<file path="src/rtl/bcd_display_pkg.sv">
// bcd_display_pkg: segment encodings, scan states and leading-zero blanking helper
package bcd_display_pkg;

  typedef enum logic [1:0] {ST_OFF, ST_BLANK, ST_SHOW} scan_state_e;

  localparam logic [0:6] SEG_OFF  = 7'b1111111;
  localparam logic [0:6] SEG_DASH = 7'b1111110;

  localparam logic [0:6] SEG_HEX [16] = '{
    7'b0000001, 7'b1001111, 7'b0010010, 7'b0000110,
    7'b1001100, 7'b0100100, 7'b0100000, 7'b0001111,
    7'b0000000, 7'b0000100, 7'b0001000, 7'b1100000,
    7'b0110001, 7'b1000010, 7'b0110000, 7'b0111000
  };

  // A digit is blanked when it is not the rightmost one and it and every higher digit are zero.
  function automatic logic lz_blanked(input logic [31:0] digits, input int i);
    logic b;
    b = (i != 0);
    for (int j = 0; j < 8; j++)
      if (j >= i && digits[4*j +: 4] != 4'h0) b = 1'b0;
    return b;
  endfunction

endpackage

</file>
<file path="src/rtl/seg7_hex_decode.sv">
// seg7_hex_decode: nibble to active-low a..g segments, dash for 10-15 in BCD mode
module seg7_hex_decode
  import bcd_display_pkg::*;
(
  input  logic [3:0] nibble_i,
  input  logic       hex_mode_i,
  output logic [0:6] seg_n_o
);

  assign seg_n_o = (!hex_mode_i && nibble_i > 4'd9) ? SEG_DASH : SEG_HEX[nibble_i];

endmodule

</file>
<file path="src/rtl/bcd_display_scanner.sv">
// bcd_display_scanner: time-multiplexed multi-digit 7-segment driver with dead-time and blanking
module bcd_display_scanner
  import bcd_display_pkg::*;
#(
  parameter int NUM_DIGITS   = 4,
  parameter int SCAN_DIV     = 50000,
  parameter int BLANK_CYCLES = 16
) (
  input  logic                    clk,
  input  logic                    rst,
  input  logic [4*NUM_DIGITS-1:0] data_in,
  input  logic [NUM_DIGITS-1:0]   dp_in,
  input  logic                    load,
  input  logic                    enable,
  input  logic                    hex_mode,
  input  logic                    lz_blank,
  output logic [0:6]              seg_n,
  output logic                    dp_n,
  output logic [NUM_DIGITS-1:0]   an_n,
  output logic                    frame_tick
);

  localparam int IW = NUM_DIGITS > 1 ? $clog2(NUM_DIGITS) : 1;
  localparam int CW = $clog2(SCAN_DIV);

  logic [CW-1:0]           cnt_q, cnt_d;
  logic [IW-1:0]           idx_q, idx_d;
  logic [4*NUM_DIGITS-1:0] snap_q;
  logic [NUM_DIGITS-1:0]   dps_q, an_q;
  logic [0:6]              pat_q, seg_q, dec;
  logic                    pdp_q, dp_q, ft_q;
  logic [3:0]              nib;
  logic                    last, idx_last, blank;
  scan_state_e             st;

  seg7_hex_decode u_dec (
    .nibble_i  (nib),
    .hex_mode_i(hex_mode),
    .seg_n_o   (dec)
  );

  // Scan state, slot/digit advance and the pattern of the digit about to be shown
  always_comb begin
    st       = !enable ? ST_OFF : (cnt_q < CW'(BLANK_CYCLES)) ? ST_BLANK : ST_SHOW;
    last     = cnt_q == CW'(SCAN_DIV - 1);
    idx_last = idx_q == IW'(NUM_DIGITS - 1);
    cnt_d    = last ? '0 : cnt_q + 1'b1;
    idx_d    = last ? (idx_last ? '0 : idx_q + 1'b1) : idx_q;
    nib      = snap_q[{idx_q, 2'b00} +: 4];
    blank    = lz_blank && lz_blanked(32'(snap_q), int'(idx_q));
  end

  // Snapshot capture, scan counters and registered display outputs
  always_ff @(posedge clk) begin
    if (rst) begin
      snap_q <= '0;
      dps_q  <= '0;
      cnt_q  <= '0;
      idx_q  <= '0;
      pat_q  <= SEG_OFF;
      pdp_q  <= 1'b1;
      seg_q  <= SEG_OFF;
      dp_q   <= 1'b1;
      an_q   <= '1;
      ft_q   <= 1'b0;
    end else begin
      if (load) begin
        snap_q <= data_in;
        dps_q  <= dp_in;
      end
      if (st == ST_OFF) begin
        cnt_q <= '0;
        idx_q <= '0;
        seg_q <= SEG_OFF;
        dp_q  <= 1'b1;
        an_q  <= '1;
        ft_q  <= 1'b0;
      end else begin
        cnt_q <= cnt_d;
        idx_q <= idx_d;
        ft_q  <= last && idx_last;
        if (cnt_q == '0) begin
          pat_q <= blank ? SEG_OFF : dec;
          pdp_q <= ~dps_q[idx_q];
        end
        an_q  <= (st == ST_SHOW) ? ~(NUM_DIGITS'(1) << idx_q) : '1;
        seg_q <= (st == ST_SHOW) ? pat_q : SEG_OFF;
        dp_q  <= (st == ST_SHOW) ? pdp_q : 1'b1;
      end
    end
  end

  assign seg_n      = seg_q;
  assign dp_n       = dp_q;
  assign an_n       = an_q;
  assign frame_tick = ft_q;

endmodule

</file>
<file path="config.mk">
export PLATFORM = sky130hd
export DESIGN_NAME = bcd_display_scanner
export DESIGN_NICKNAME = d
export VERILOG_FILES = /design/src/rtl/bcd_display_pkg.sv /design/src/rtl/seg7_hex_decode.sv /design/src/rtl/bcd_display_scanner.sv
export SDC_FILE = /design/constraint.sdc
export NUM_CORES = 1
export LEC_CHECK = 0
export ABC_AREA = 1
export CAP_MARGIN = 20
export CORE_UTILIZATION = 45
export DETAILED_ROUTE_END_ITERATION = 7
export PLACE_DENSITY = 0.67
export SYNTH_ARGS = -nofsm -noshare
export SYNTH_HDL_FRONTEND = slang
export SYNTH_SLANG_ARGS = --single-unit
</file>
<file path="constraint.sdc">
create_clock -name clk -period 4.5 [get_ports clk]
set_input_delay 0.9 -clock clk [delete_from_list [all_inputs] [get_ports clk]]
set_output_delay 0.9 -clock clk [all_outputs]
set_load 0.01 [all_outputs]
</file>
==> run summary <==
status - finished clean
via total after detailed routing - 2607
Post-Route Skew - 0.01055 ns
dominant synthesized flop cell - dfxtp_1
Pre-Repair DR Iteration Count - 5
Mapped Area - 0.002965 mm²
crit path max-delay cell type - clkdlybuf4s50_1
WP data required - 4.70 ns
Worst-Skew Late Latency - 0.34 ns
FP Rows - 29
Lkg Pwr - 1.499 nW
CP Max Fanout - 28
CTS clk-pin slew, worst paths - 0.07 ns
worst path cell trace - clkdlybuf4s50_1 > clkinv_1 > o21ai_0 > a21oi_1
Chip Width - 83.18 µm
RSZ-0062 raised after global routing - no
initial antenna violation count - 0
Initial Util - 46.70%
setup violators final - 0
vias in the first global route - 2434
Fmax achieved - 0.3968 GHz
Post-Route WL - 6203 µm
die height - 83.18 µm
H-Tree Depth - 3
drt drc - 0
clock root cell - clkbuf_8
Avg WL per Cell - 11.97 µm
Core Area - 0.006350 mm²
CTS tree - built
highest-count cells in the layout ignoring fill and taps - 87 x nand2_1, 59 x dfxtp_1, 43 x nor2_1
Final Max Tran Viols - 0
dpl ws - 1.656 ns
final worst path period share - 56.01%
total track usage - 19.28%
clock tree buffer depth - 2
area share of fa/ha/maj cells after synthesis - 6.329%
HP Class - reg2reg
simple-gate area share of the yosys netlist - 34.56%
EDFF count, synth - 0
I/O pin count - 39
routability cong. - 0.8310
placed cells - 502
PD cells - 328.1 mW/mm²
most common cell after layout, fill and taps aside - nand2_1
min cycle time layout - 2.520 ns
CTS buffer count - 9
Slew HR - 54.69%
n_diodes - 0
first-pass GRT wire length - 10700 µm
largest net degree at the start of global routing - 29
critical path endpoint category - flip-flop
PortBufs - 38
Post-CTS Hold Buffers - 0
area taken by multi-input logic gates - 0.001544 mm²
cts repair resizes - 0
Distinct cells, synth - 32
register area share after synthesis - 39.83%
worst-margin pin slew - 0.6754 ns
# nets final - 477
Hold Path Depth - 2
Net Count, Synth - 438
Crit path arrival time - 2.72 ns
compound-cell area share of the yosys netlist - 11.18%
FILL cells - 625
Final TNS setup - 0 ns
mux contribution to synthesized area - 0%
sequential cell area - 0.001181 mm²
CP Launch Type - input port
Hold WS - 0.4313 ns
die area - 0.006918 mm²
worst r2r path cells - 11
Async SR Flop Fraction - 0%
clock sinks - 59
Largest stage delay, worst path - 0.69 ns
peak supply drop - 0.2337 mV
Yosys warning count - 0
main combinational cell family by area after synthesis - simple AND/OR/NAND/NOR gates
post-DP HPWL - 4554 µm
post-synthesis register bit count - 59
setup bufs post-CTS - 0
final hold violations - 0
Antenna Violating Nets Remaining - 0
Max-Cap Viols - 0
kind of critical path - in2reg
Syn Area/Cell - 7.469 µm²
gr ovfl total - 0
final core area utilization - 56.47%
Layout area overhead - 20.93%
fin cells - 518
initial DRC count - 101
cells after synthesis - 397
layout cells sized above 1 - 12.93%
DR vias/cell - 5.033
setup ws final - 1.980 ns
Synth Area in XOR/XNOR - 0%
stage by stage:
stage,power (W),instance area (µm²)
after floorplan,0.0006396,2965
after global placement,0.0006804,3374
after detailed placement,0.0006824,3374
after CTS,0.001181,3586
after global routing,0.001234,3586
final,0.001177,3586
report_power, final:
group	total [W]	switching [W]	internal [W]	leakage, nW
logic	0.000117	0.0000663	0.0000511	0.910
registers	0.000554	0.0000116	0.000542	0.483
clock network	0.000505	0.000218	0.000288	0.106
cell families after synthesis:
group / count (synthesis)
AND/OR/NAND/NOR: 204
AO/OA/AOI/OAI: 63
flip-flops: 59
buffers and inverters: 56
adder cells (fa/ha/maj): 15
critical path, delay by kind of cell:
| family | cells | cell delay, ns |
|---|---|---|
| buffers and inverters | 2 | 1.34 |
| AOI/OAI and AO/OA | 2 | 0.48 |
area by class of cell:
type	count	area share (%)
clock inverters	5	1.675
well taps	77	2.687
multi-input cells	282	43.06
flip-flops and latches	59	32.94
inverters	46	4.815
repair buffers	38	10.61
clock buffers	11	4.222
sequential cells by signal, summed over array words and instances, names as in the netlist, 2 cells and up:
name,flops
cnt_q,16
snap_q,16
pat_q,7
seg_n,7
an_n,4
dps_q,4
idx_q,2
worst paths after layout:
check / startpoint / end / slack (ns)
worst max-delay path: load / snap_q[4] / 1.98
worst min-delay path: pat_q[3] / seg_n[3] / 0.43
worst max register to register: idx_q[0] / pat_q[3] / 2.08
worst min register to register: pat_q[3] / seg_n[3] / 0.43
synth_stat cells, types with 2 or more instances:
library cell	count	area share, %
inv_2	9	1.1
nor2_4	2	0.76
nand2_2	8	1.7
nand3_1	19	3.2
ha_1	15	6.3
nand3_2	7	2.4
nand2_4	3	1.1
o211ai_1	3	0.76
nand3b_1	2	0.51
inv_1	36	4.6
o21ai_0	30	5.1
nand2_1	87	11
o21a_1	2	0.51
nor3b_1	3	0.76
buf_6	3	1.1
nand4_1	9	1.9
nor3_1	7	1.2
buf_4	2	0.51
nor2_1	43	5.4
clkbuf_1	5	0.63
dfxtp_1	59	40
nor4_1	2	0.42
a21oi_1	27	4.6
nor2_2	6	1.3
per-layer routing:
layer,wire (µm),track usage (%),vias up,share of wire [%]
met1,3088,25.45,1180,50
met3,277,5.964,6,4.5
met5,0,0,-,0
met4,70,5.643,0,1.1
met2,2767,30.25,56,45
li1,-,-,1365,-
No activity file was read; power rests on OpenSTA's default activity.
